`src/rtl/reflet_wb_bridge_pkg.sv`:
```
// Shared types for the reflet Wishbone bridge.
// Bus-master state encoding and small helpers.
package reflet_wb_bridge_pkg;

  typedef enum logic [1:0] {
    ST_IDLE  = 2'd0,
    ST_READ  = 2'd1,
    ST_WRITE = 2'd2,
    ST_WDONE = 2'd3
  } bridge_state_t;

  function automatic logic is_busy(bridge_state_t s);
    return (s == ST_READ) || (s == ST_WRITE);
  endfunction

endpackage

```
`src/rtl/reflet_bus_timer.sv`:
```
// Wait-state counter for one bus transfer.
// Loads 1 on start so the first STB cycle counts as cycle 1.
module reflet_bus_timer #(
  parameter int timeout_cycles = 255
) (
  input  logic clk,
  input  logic reset,
  input  logic start,
  input  logic done,
  output logic expired
);

  localparam int CW = $clog2(timeout_cycles + 1);
  localparam logic [CW-1:0] LIMIT = CW'(timeout_cycles);

  logic [CW-1:0] count;

  // Count bus cycles of the current transfer, saturating at the limit.
  always_ff @(posedge clk or posedge reset) begin
    if (reset)
      count <= '0;
    else if (start)
      count <= CW'(1);
    else if (!done && count != LIMIT)
      count <= count + CW'(1);
  end

  assign expired = (count == LIMIT);

endmodule

```
`src/rtl/reflet_wb_bridge.sv`:
```
// CPU memory port to Wishbone classic master.
// Single-entry read buffer; stalls the core while the bus is busy.
module reflet_wb_bridge
  import reflet_wb_bridge_pkg::*;
#(
  parameter int wordsize       = 16,
  parameter int timeout_cycles = 255
) (
  input  logic                clk,
  input  logic                reset,
  input  logic [wordsize-1:0] cpu_addr,
  input  logic [wordsize-1:0] cpu_data_out,
  input  logic                cpu_write_en,
  output logic [wordsize-1:0] cpu_data_in,
  output logic                cpu_enable,
  input  logic                invalidate,
  output logic                wb_cyc_o,
  output logic                wb_stb_o,
  output logic                wb_we_o,
  output logic [wordsize-1:0] wb_adr_o,
  output logic [wordsize-1:0] wb_dat_o,
  input  logic [wordsize-1:0] wb_dat_i,
  input  logic                wb_ack_i,
  input  logic                wb_err_i,
  output logic                bus_error
);

  bridge_state_t state, next_state;

  logic [wordsize-1:0] tag_addr;
  logic [wordsize-1:0] data_reg;
  logic                tag_valid;
  logic                hit;
  logic                start;
  logic                done;
  logic                expired;
  logic                abort;
  logic                term;

  assign hit   = tag_valid && (cpu_addr == tag_addr);
  assign start = (state == ST_IDLE) && (cpu_write_en || !hit);
  assign abort = is_busy(state) && (wb_err_i || expired);
  assign term  = is_busy(state) && (wb_ack_i || abort);
  assign done  = !is_busy(state) || term;

  assign cpu_data_in = data_reg;

  reflet_bus_timer #(
    .timeout_cycles(timeout_cycles)
  ) u_timer (
    .clk    (clk),
    .reset  (reset),
    .start  (start),
    .done   (done),
    .expired(expired)
  );

  // State register.
  always_ff @(posedge clk or posedge reset) begin
    if (reset) state <= ST_IDLE;
    else       state <= next_state;
  end

  // Next-state selection.
  always_comb begin
    next_state = state;
    unique case (state)
      ST_IDLE: begin
        if (cpu_write_en) next_state = ST_WRITE;
        else if (!hit)    next_state = ST_READ;
      end
      ST_READ:  if (term) next_state = ST_IDLE;
      ST_WRITE: if (term) next_state = ST_WDONE;
      ST_WDONE: next_state = ST_IDLE;
    endcase
  end

  // Bus strobes and core enable decoded from state.
  always_comb begin
    wb_cyc_o   = is_busy(state);
    wb_stb_o   = is_busy(state);
    wb_we_o    = (state == ST_WRITE);
    cpu_enable = (state == ST_WDONE) ||
                 ((state == ST_IDLE) && hit && !cpu_write_en);
  end

  // Bus address/data latch, read buffer and error pulse.
  always_ff @(posedge clk or posedge reset) begin
    if (reset) begin
      wb_adr_o  <= '0;
      wb_dat_o  <= '0;
      tag_addr  <= '0;
      tag_valid <= 1'b0;
      data_reg  <= '0;
      bus_error <= 1'b0;
    end else begin
      bus_error <= abort;
      if (start) begin
        wb_adr_o <= cpu_addr;
        if (cpu_write_en) wb_dat_o <= cpu_data_out;
      end
      if (state == ST_READ && term) begin
        tag_addr  <= wb_adr_o;
        tag_valid <= 1'b1;
        data_reg  <= abort ? '0 : wb_dat_i;
      end else begin
        if (invalidate) tag_valid <= 1'b0;
        if (state == ST_WRITE && term && !abort &&
            wb_adr_o == tag_addr)
          data_reg <= wb_dat_o;
      end
    end
  end

endmodule

```
`config.mk`:
```
export PLATFORM = sky130hd
export DESIGN_NAME = reflet_wb_bridge
export DESIGN_NICKNAME = d
export VERILOG_FILES = /design/src/rtl/reflet_wb_bridge_pkg.sv /design/src/rtl/reflet_bus_timer.sv /design/src/rtl/reflet_wb_bridge.sv
export SDC_FILE = /design/constraint.sdc
export NUM_CORES = 1
export LEC_CHECK = 0
export BUFFER_PORTS_ARGS = -buffer_cell sky130_fd_sc_hd__buf_2
export CORE_UTILIZATION = 53
export CTS_BUF_LIST = sky130_fd_sc_hd__clkbuf_8 sky130_fd_sc_hd__clkbuf_16
export DETAILED_ROUTE_END_ITERATION = 8
export MAX_ROUTING_LAYER = met4
export PLACE_DENSITY_LB_ADDON = 0.08
export SLEW_MARGIN = 20
export SYNTH_ARGS = -nofsm -noshare
export SYNTH_HDL_FRONTEND = slang
export SYNTH_SLANG_ARGS = --single-unit
export TNS_END_PERCENT = 100
```
`constraint.sdc`:
```
create_clock -name clk -period 2.5 [get_ports clk]
set_clock_uncertainty 0.15 [all_clocks]
set_input_delay 0.25 -clock clk [delete_from_list [all_inputs] [get_ports clk]]
set_output_delay 0.25 -clock clk [all_outputs]
set_load 0.01 [all_outputs]
```
-- After elaboration in Yosys (flattened, before gate mapping)
Cells that the tools add are included.
Widths: inputs -> output; s select.
- bitwise logic cells: 0
- eq/ne operators: 10
- add/subtract/negate cells: 1
- multiply operators: 0
- order comparisons: 0
- mux-type cells: 12
- div/mod/pow operators: 0
- reduce and logical (&&, ||, !) cells: 28
- shifts and indexed selects: 0
- operator list (kind ; number):
    $mux 16 ; 3
    $eq 16x16->1 ; 2
    $mux 8 ; 2
    $logic_and 1x1->1 ; 11
    $add 8x1->8 const B ; 1
    $eq 8x8->1 const B ; 1
    $mux 2 ; 4
    $ne 8x8->1 const B ; 1
    $pmux 2 s4 ; 1
    $logic_or 1x1->1 ; 6
    $reduce_bool 2->1 ; 3
    $logic_not 1->1 ; 5
    $eq 2x2->1 const B ; 2
    $ne 3x3->1 const B ; 1
    $reduce_and 3->1 ; 1
    $eq 2x1->1 const B ; 1
    $logic_not 2->1 ; 1
    $mux 1 ; 2
    $ne 2x1->1 const B ; 1
    $ne 2x2->1 const B ; 1
    $reduce_and 2->1 ; 1
- output and inout bits: 53
- flip-flop bits (word level): 76
- memory bits (read-only): 0
- RAM bits: 0
- bits in latches: 0
- input bits: 54
- memories: 0

-- Depth between registers and ports, before layout
Gate-level depths: netlist (run 1).
- word-level depth: 10
- mapped depth: 11
- depth with buffers taken out: 8

-- Cells and area by module
From an unflattened synthesis (run 1), not the netlist that was laid out.
- cells, all modules: 322
- area total of the unflattened synthesis: 3882.5 µm²
- by module, submodules not included (module ; instances ; cells an instance ; area an instance (µm²) ; sequential area each (µm²)):
    reflet_wb_bridge ; 1 ; 271 ; 3375.7 ; 1701.6
    reflet_bus_timer ; 1 ; 51 ; 506.7 ; 200.2

-- Worst setup path after synthesis (run 1)
No wires, ideal clock.
- path type: reg-to-reg
- from: register state[0]
- to: register data_reg[2] (netlist: cpu_data_in[2])
- path buffers: 4
- slack: 141 ps
- data arrival time: 2079 ps
- required time: 2220 ps
- cell stages (with the launch flop): 11
- setup time: 130 ps
- cells stage by stage: dfrtp_1 -> inv_1 -> ha_1 -> clkbuf_1 -> and2_1 -> clkbuf_1 -> and2_4 -> buf_6 -> buf_6 -> o41ai_2 -> a21oi_1
- cells in the longest elaborated chain, start to end: 9
- elaborated cells between the ends (all ways): 14
- ends and longest elaborated chain (item ; line ; source):
    from (decl) ; reflet_wb_bridge.sv:28 ; bridge_state_t state, next_state;
    from (signal assigned) ; reflet_wb_bridge.sv:61 ; else state <= next_state;
    $eq 2x1->1 / $eq 2x2->1 (equally long branches) ; n/a ;
    $logic_or 1x1->1 (*) ; n/a ;
    net wb_cyc_o ; reflet_wb_bridge.sv:17 ; output logic wb_cyc_o,
    $logic_and 1x1->1 ; reflet_wb_bridge.sv:42 ; assign abort = is_busy(state) && (wb_err_i || expired);
    $logic_or 1x1->1 ; reflet_wb_bridge.sv:43 ; assign term = is_busy(state) && (wb_ack_i || abort);
    $logic_and 1x1->1 ; reflet_wb_bridge.sv:43 ;
    $logic_and 1x1->1 (3 in a row) ; reflet_wb_bridge.sv:108 ; if (state == ST_WRITE && term && !abort &&
    $reduce_bool 2->1 (no line) ; n/a ;
    to (signal assigned) ; reflet_wb_bridge.sv:105 ; data_reg <= abort ? '0 : wb_dat_i;
    to (signal assigned) ; reflet_wb_bridge.sv:110 ; data_reg <= wb_dat_o;
    to (decl) ; reflet_wb_bridge.sv:31 ; logic [wordsize-1:0] data_reg;
The timed path passes the listed nets; every way through them passes the cells marked *.
A chain may end at the register's enable or synchronous reset.

-- Worst setup path after layout (run 1)
- from: input port cpu_addr[4]
- to: output port cpu_enable
- cells in the longest elaborated chain, start to end: 5
- ends and longest elaborated chain (item ; line ; source):
    from (decl) ; reflet_wb_bridge.sv:11 ; input logic [wordsize-1:0] cpu_addr,
    $eq 16x16->1 ; reflet_wb_bridge.sv:40 ; assign hit = tag_valid && (cpu_addr == tag_addr);
    $logic_and 1x1->1 ; reflet_wb_bridge.sv:40 ;
    $logic_and 1x1->1 (2 in a row) ; reflet_wb_bridge.sv:84 ; ((state == ST_IDLE) && hit && !cpu_write_en);
    $logic_or 1x1->1 ; reflet_wb_bridge.sv:83 ; cpu_enable = (state == ST_WDONE) ||
    to (decl) ; reflet_wb_bridge.sv:15 ; output logic cpu_enable,
Every way passes these cells.

==> results of run 1 <==
## worst max-delay path, delay by kind of cell
family	cells	cell delay, ns
xor+xnor	1	0.23
buf+inv	2	0.71
simple gates	4	0.84
## cell usage after synthesis, types with 3 or more instances
cell / instances
o211ai_1: 15
inv_1: 24
a21o_1: 8
clkbuf_1: 7
nand2_1: 70
mux2_2: 32
o41ai_2: 3
nor4_1: 5
xor2_1: 24
nor3_1: 5
and3_1: 3
buf_6: 4
dfrtp_1: 76
nand3_1: 4
xnor2_1: 15
nor2_1: 11
a211oi_1: 3
o41ai_1: 9
nand4_1: 11
a21oi_1: 6
buf_2: 6
ha_1: 6
## sequential cells by signal, indices dropped and copies added (netlist names)
signal	cells
u_timer.count	8
tag_valid	1
wb_dat_o	16
bus_error	1
state	2
wb_adr_o	16
tag_addr	16
cpu_data_in	16
## what timing repair did
action                                  CTS  global route
buffers inserted                          0             1
pin swaps                                 0             6
resized for setup                         2            12
hold endpoints to repair                 57             0
hold buffers                             36             0
cloned                                    0             1
endpoints found under the setup margin    1             6
## layer usage
metal,global-route usage,share of wire
met5,-,0
met4,0.116,0.023
met3,0.0622,0.050
met2,0.436,0.49
met1,0.317,0.44
## logic make-up after synthesis
group           share of synthesized area
xor+xnor                           0.0876
fa+ha+maj                          0.0193
flops                               0.488
simple gates                        0.144
compound gates                      0.115
mux                                0.0950
buf+inv                            0.0510
## layout make-up
type / instances / area, sq um
inverter: 24 / 90.1
clock inverter: 6 / 114
multi-input combinational: 254 / 1910
sequential: 76 / 1900
timing repair buffer: 154 / 998
tap: 96 / 120
fill: 496 / 1690
clock buffer: 9 / 124
## stage by stage
step           instances  area, sq um  setup slack (ns)  setup TNS [ns]
3_5_place_dp         568         4550             0.129               0
3_3_place_gp         568         4550             0.203               0
6_report             619         5260            0.0694               0
2_1_floorplan        371         3900             0.141               0
4_1_cts              619         5170           0.00825               0
5_1_grt              619         5260           -0.0448         -0.0448
## power groups by stage
stage               Combinational (mW)  Clock, mW  Sequential (mW)
finish                            2.88       1.11             2.28
global route                      3.16       1.18             2.35
CTS                               2.80       1.15             2.26
detailed placement                2.73          0             2.28
global placement                  2.67          0             2.24
floorplan                         1.69          0             2.38
## path summary, 6_finish.rpt
check,startpoint,endpoint,slack [ns],cells after the start
setup / recovery,cpu_addr[4],cpu_enable,0.07,7
hold / removal,wb_dat_i[12],cpu_data_in[12],0.03,4
setup reg to reg,u_timer.count[0],cpu_data_in[13],0.13,7
hold reg to reg,cpu_data_in[6],cpu_data_in[6],0.34,1
max in group asynchronous,reset,cpu_data_in[12],1.24,4
min in group asynchronous,reset,tag_addr[11],0.31,3
## cells in the final DEF (no fill, tap or decap), types with 9 or more instances in the layout
master / netlist / routed
mux2_2: 32 / 32
xor2_1: 24 / 24
buf_2: 6 / 104
clkbuf_8: 0 / 9
inv_1: 24 / 23
dfrtp_1: 76 / 76
buf_4: 1 / 13
xnor2_2: 0 / 9
nand2_1: 70 / 70
nor2_1: 11 / 11
dlygate4sd3_1: 0 / 36
o211ai_1: 15 / 15
nand4_1: 11 / 11
==> results.json, run 1 <==
{
  "endpoint_kind": "output port",
  "cts_buffers": 9,
  "gr-total-overflow": 0,
  "drt-pass1-iter-count": 4,
  "clockPowerShare": 0.178,
  "syn_area_sq_um": 3900,
  "worstPathMaxFanout": 3,
  "cp.arrival_ns": 2.03,
  "holdWs_ns": 0.0281,
  "slew_headroom": 0.673,
  "path_clk_slew_ns": 0.07,
  "yosys.area.top_type_share": 0.488,
  "crit_type": "input pin to output port",
  "p_leak_nw": 2.62,
  "clk_latency_ns": 0.35,
  "worstPathCellList": "dlygate4sd3_1, xnor2_2, nand4_1, nor4_4, and3_4, or2_2, buf_2",
  "peakVddDrop_v": 0.000668,
  "routed_wl_um": 9610,
  "ys_ff_latch": 76,
  "htree_levels": 3,
  "combinationalPowerShare": 0.459,
  "fin_util": 0.757,
  "port_buffers": 106,
  "avgViaCountPerCell": 5.31,
  "syn_nets": 431,
  "synthTopCellsByArea": "dfrtp_1, mux2_2, nand2_1",
  "diodes": 0,
  "ys_async_sr_fraction": 1.00,
  "ys_types": 42,
  "layout-drive-gt1-share": 0.361,
  "netlist_instances": 371,
  "crit_required_ns": 2.10,
  "syn_to_final_growth_pct": 34.8,
  "setup_violations": 0,
  "cp_slowest_cell": "dlygate4sd3_1",
  "grt_usage": 0.268,
  "rsz0062_at_grt": "true",
  "pin_count": 107,
  "start_util": 0.561,
  "postSynthAreaPerCell_sq_um": 10.5,
  "crit_path_max_incr_delay_ns": 0.59,
  "hold_path_class": "input pin to register",
  "antenna_found_initial": 0,
  "grt_start_max_net_pins": 55,
  "finalWeightedCongestion": 0.887,
  "clockBufferDepth": 2,
  "worstMarginPinSlew_ns": 0.490,
  "synth_top_cell_by_area": "dfrtp_1",
  "ys.flop_type": "dfrtp_1",
  "first_global_vias": 3216,
  "ys_seq_area_frac": 0.488,
  "rows": 30,
  "power_mw": 6.28,
  "cts_tree": "done",
  "root_buffer": "clkbuf_8",
  "antenna_left": 0,
  "fin_nets": 579,
  "slew_violations": 0,
  "status": "finished clean",
  "grt_pass1_wl_um": 15000,
  "p_seq_frac": 0.364,
  "max_clock_freq_ghz": 0.411,
  "dp_hpwl_um": 6760,
  "die_x_um": 87.8,
  "min_period_over_period": 0.972,
  "start_kind": "input pin",
  "num_vias": 3285,
  "wl_per_cell_um": 15.5,
  "first_iter_violations": 140,
  "post-route-drc-count": 0,
  "p_switching_mw": 2.50,
  "p_int_mw": 3.77,
  "synth_edf_count": 0,
  "hold_viol": 0,
  "cap_violations": 0,
  "fp.dieH_um": 87.8,
  "yosysWarnings": 0,
  "swShare": 0.399,
  "cts.sinks": 76,
  "powerDensity_nw_per_um2": 1190,
  "period_needed_ns": 2.43,
  "core_area_sq_um": 6940,
  "die_area_sq_um": 7700
}
No activity file was read; power rests on OpenSTA's default activity.
==> inputs of run 2 (changes only) <==
CORE_UTILIZATION = 50   (was 53)
==> results.json, run 2 (synthesis results as in run 1) <==
{
  "fp.dieH_um": 90.3,
  "powerDensity_nw_per_um2": 1230,
  "slew_headroom": 0.643,
  "post-place-ws_ns": 0.207,
  "mostFrequentLayoutCell": "buf_2",
  "pin_count": 107,
  "setup-tns-final_ns": 0,
  "grt_usage": 0.255,
  "antenna_found_initial": 0,
  "routed_wl_um": 9770,
  "grt_start_max_net_pins": 33,
  "path_buf_inv": 1,
  "crit_type": "register to output port",
  "cts.sinks": 76,
  "post-route-cell-area_sq_um": 5080,
  "holdWs_ns": 0.0203,
  "r2r_cells": 7,
  "root_buffer": "clkbuf_8",
  "start_kind": "register",
  "syn_to_final_growth_pct": 30.4,
  "avgViaCountPerCell": 5.33,
  "post-route-drc-count": 0,
  "antenna_left": 0,
  "crit_cells": 6,
  "crit_required_ns": 2.10,
  "fin_util": 0.686,
  "wl_per_cell_um": 16.0,
  "fin_nets": 568,
  "hold_path_class": "input pin to register",
  "r2r-start": "u_timer.count[0]",
  "min_delay_path_depth": 2,
  "hold_viol": 0,
  "max_clock_freq_ghz": 0.419,
  "die_area_sq_um": 8150,
  "status": "finished clean",
  "clk_latency_ns": 0.34,
  "worstPathMaxFanout": 3,
  "cp-startpoint": "tag_addr[0]",
  "setup_slack_ns": 0.114,
  "die_x_um": 90.3,
  "first_iter_violations": 247,
  "gr-total-overflow": 0,
  "endpoint": "cpu_enable",
  "reg2reg_to": "cpu_data_in[15]",
  "dp_hpwl_um": 6920,
  "rows": 31,
  "clockBufferDepth": 2,
  "endpoint_kind": "output port",
  "reg2reg_slack_ns": 0.17,
  "placed_cell_area_sq_um": 4590,
  "cts_buffers": 9,
  "cts_tree": "done",
  "port_buffers": 106,
  "peakVddDrop_v": 0.000657,
  "slew_violations": 0,
  "htree_levels": 3,
  "drt-pass1-iter-count": 4,
  "layout-drive-gt1-share": 0.351,
  "nFillCells": 599,
  "crit_path_max_incr_delay_ns": 0.41,
  "start_util": 0.526,
  "cp.arrival_ns": 1.99,
  "cp_top_family": "simple AND/OR/NAND/NOR gates",
  "worstMarginPinSlew_ns": 0.535,
  "num_vias": 3264,
  "final_cell_mix": "buf_2, dfrtp_1, nand2_1",
  "p_leak_nw": 2.55,
  "setup_violations": 0,
  "core_area_sq_um": 7410,
  "min_period_over_period": 0.954,
  "first_global_vias": 3303,
  "cap_violations": 0,
  "worstPathCellList": "xnor2_1, nand4_1, nor4_4, and3_1, or2_2, buf_2",
  "diodes": 0,
  "path_clk_slew_ns": 0.08,
  "grt_pass1_wl_um": 15800,
  "finalWeightedCongestion": 0.853,
  "cp_slowest_cell": "dfrtp_1",
  "period_needed_ns": 2.39
}
run 2: cell types whose count changed in the layout (fill, tap and decap cells not counted), sizes merged:
cell         delta
buf             +4
clkbuf          +2
inv             +1
and2            -1
dlygate4sd3    -14
clkinvlp        -2
run 2: worst min-delay path by stage:
stage          slack (ns)     endpoint         from
2_1_floorplan        0.20    tag_valid   invalidate
3_3_place_gp         0.16  wb_dat_o[0]        reset
3_5_place_dp         0.17  wb_dat_o[4]        reset
4_1_cts             0.006  wb_adr_o[1]  cpu_addr[1]
5_1_grt              0.01  wb_adr_o[1]  cpu_addr[1]
6_report             0.02  wb_adr_o[3]  cpu_addr[3]
run 2: layout make-up:
class / count / area, sq um / share of cell area
well taps: 99 / 124 / 0.0244
repair buffers: 144 / 896 / 0.176
flip-flops and latches: 76 / 1900 / 0.374
clock inverters: 5 / 98.8 / 0.0194
multi-input cells: 253 / 1820 / 0.358
inverters: 24 / 90.1 / 0.0177
clock buffers: 11 / 151 / 0.0298
run 2: worst reg2reg max path, delay by kind of cell (launching register included):
family,cells,cell delay (ns)
buffers and inverters,1,0.19
adder cells (fa/ha/maj),1,0.26
AND/OR/NAND/NOR,2,0.51
flip-flops,1,0.43
AO/OA/AOI/OAI,3,0.66
run 2: repair_timing:
item / in CTS / in global routing
gates resized for setup: 0 / 3
hold buffers: 22 / 0
endpoints found under the hold margin: 42 / 0
setup endpoints to repair: 0 / 1
setup buffers: 0 / 0
run 2: per-stage QoR:
step / instances / total power [mW]
2_1_floorplan: 371 / 4.07
3_3_place_gp: 574 / 4.96
3_5_place_dp: 574 / 5.06
6_report: 612 / 6.24
5_1_grt: 612 / 6.64
4_1_cts: 612 / 6.25
run 2: per-layer routing:
metal  global-route usage  vias to the layer above  wire length [um]
met1                0.313                     1553              4190
met4               0.0901                        0               199
li1                     -                     1567                 -
met2                0.422                      122              4820
met3               0.0505                       22               559
met5                    -                        -                 0
run 2: report_power, final:
part / switching [mW] / total, mW / internal, mW
combinational: 1.52 / 2.83 / 1.31
sequential: 0.493 / 2.27 / 1.77
clock: 0.431 / 1.14 / 0.713
total: 2.45 / 6.24 / 3.80
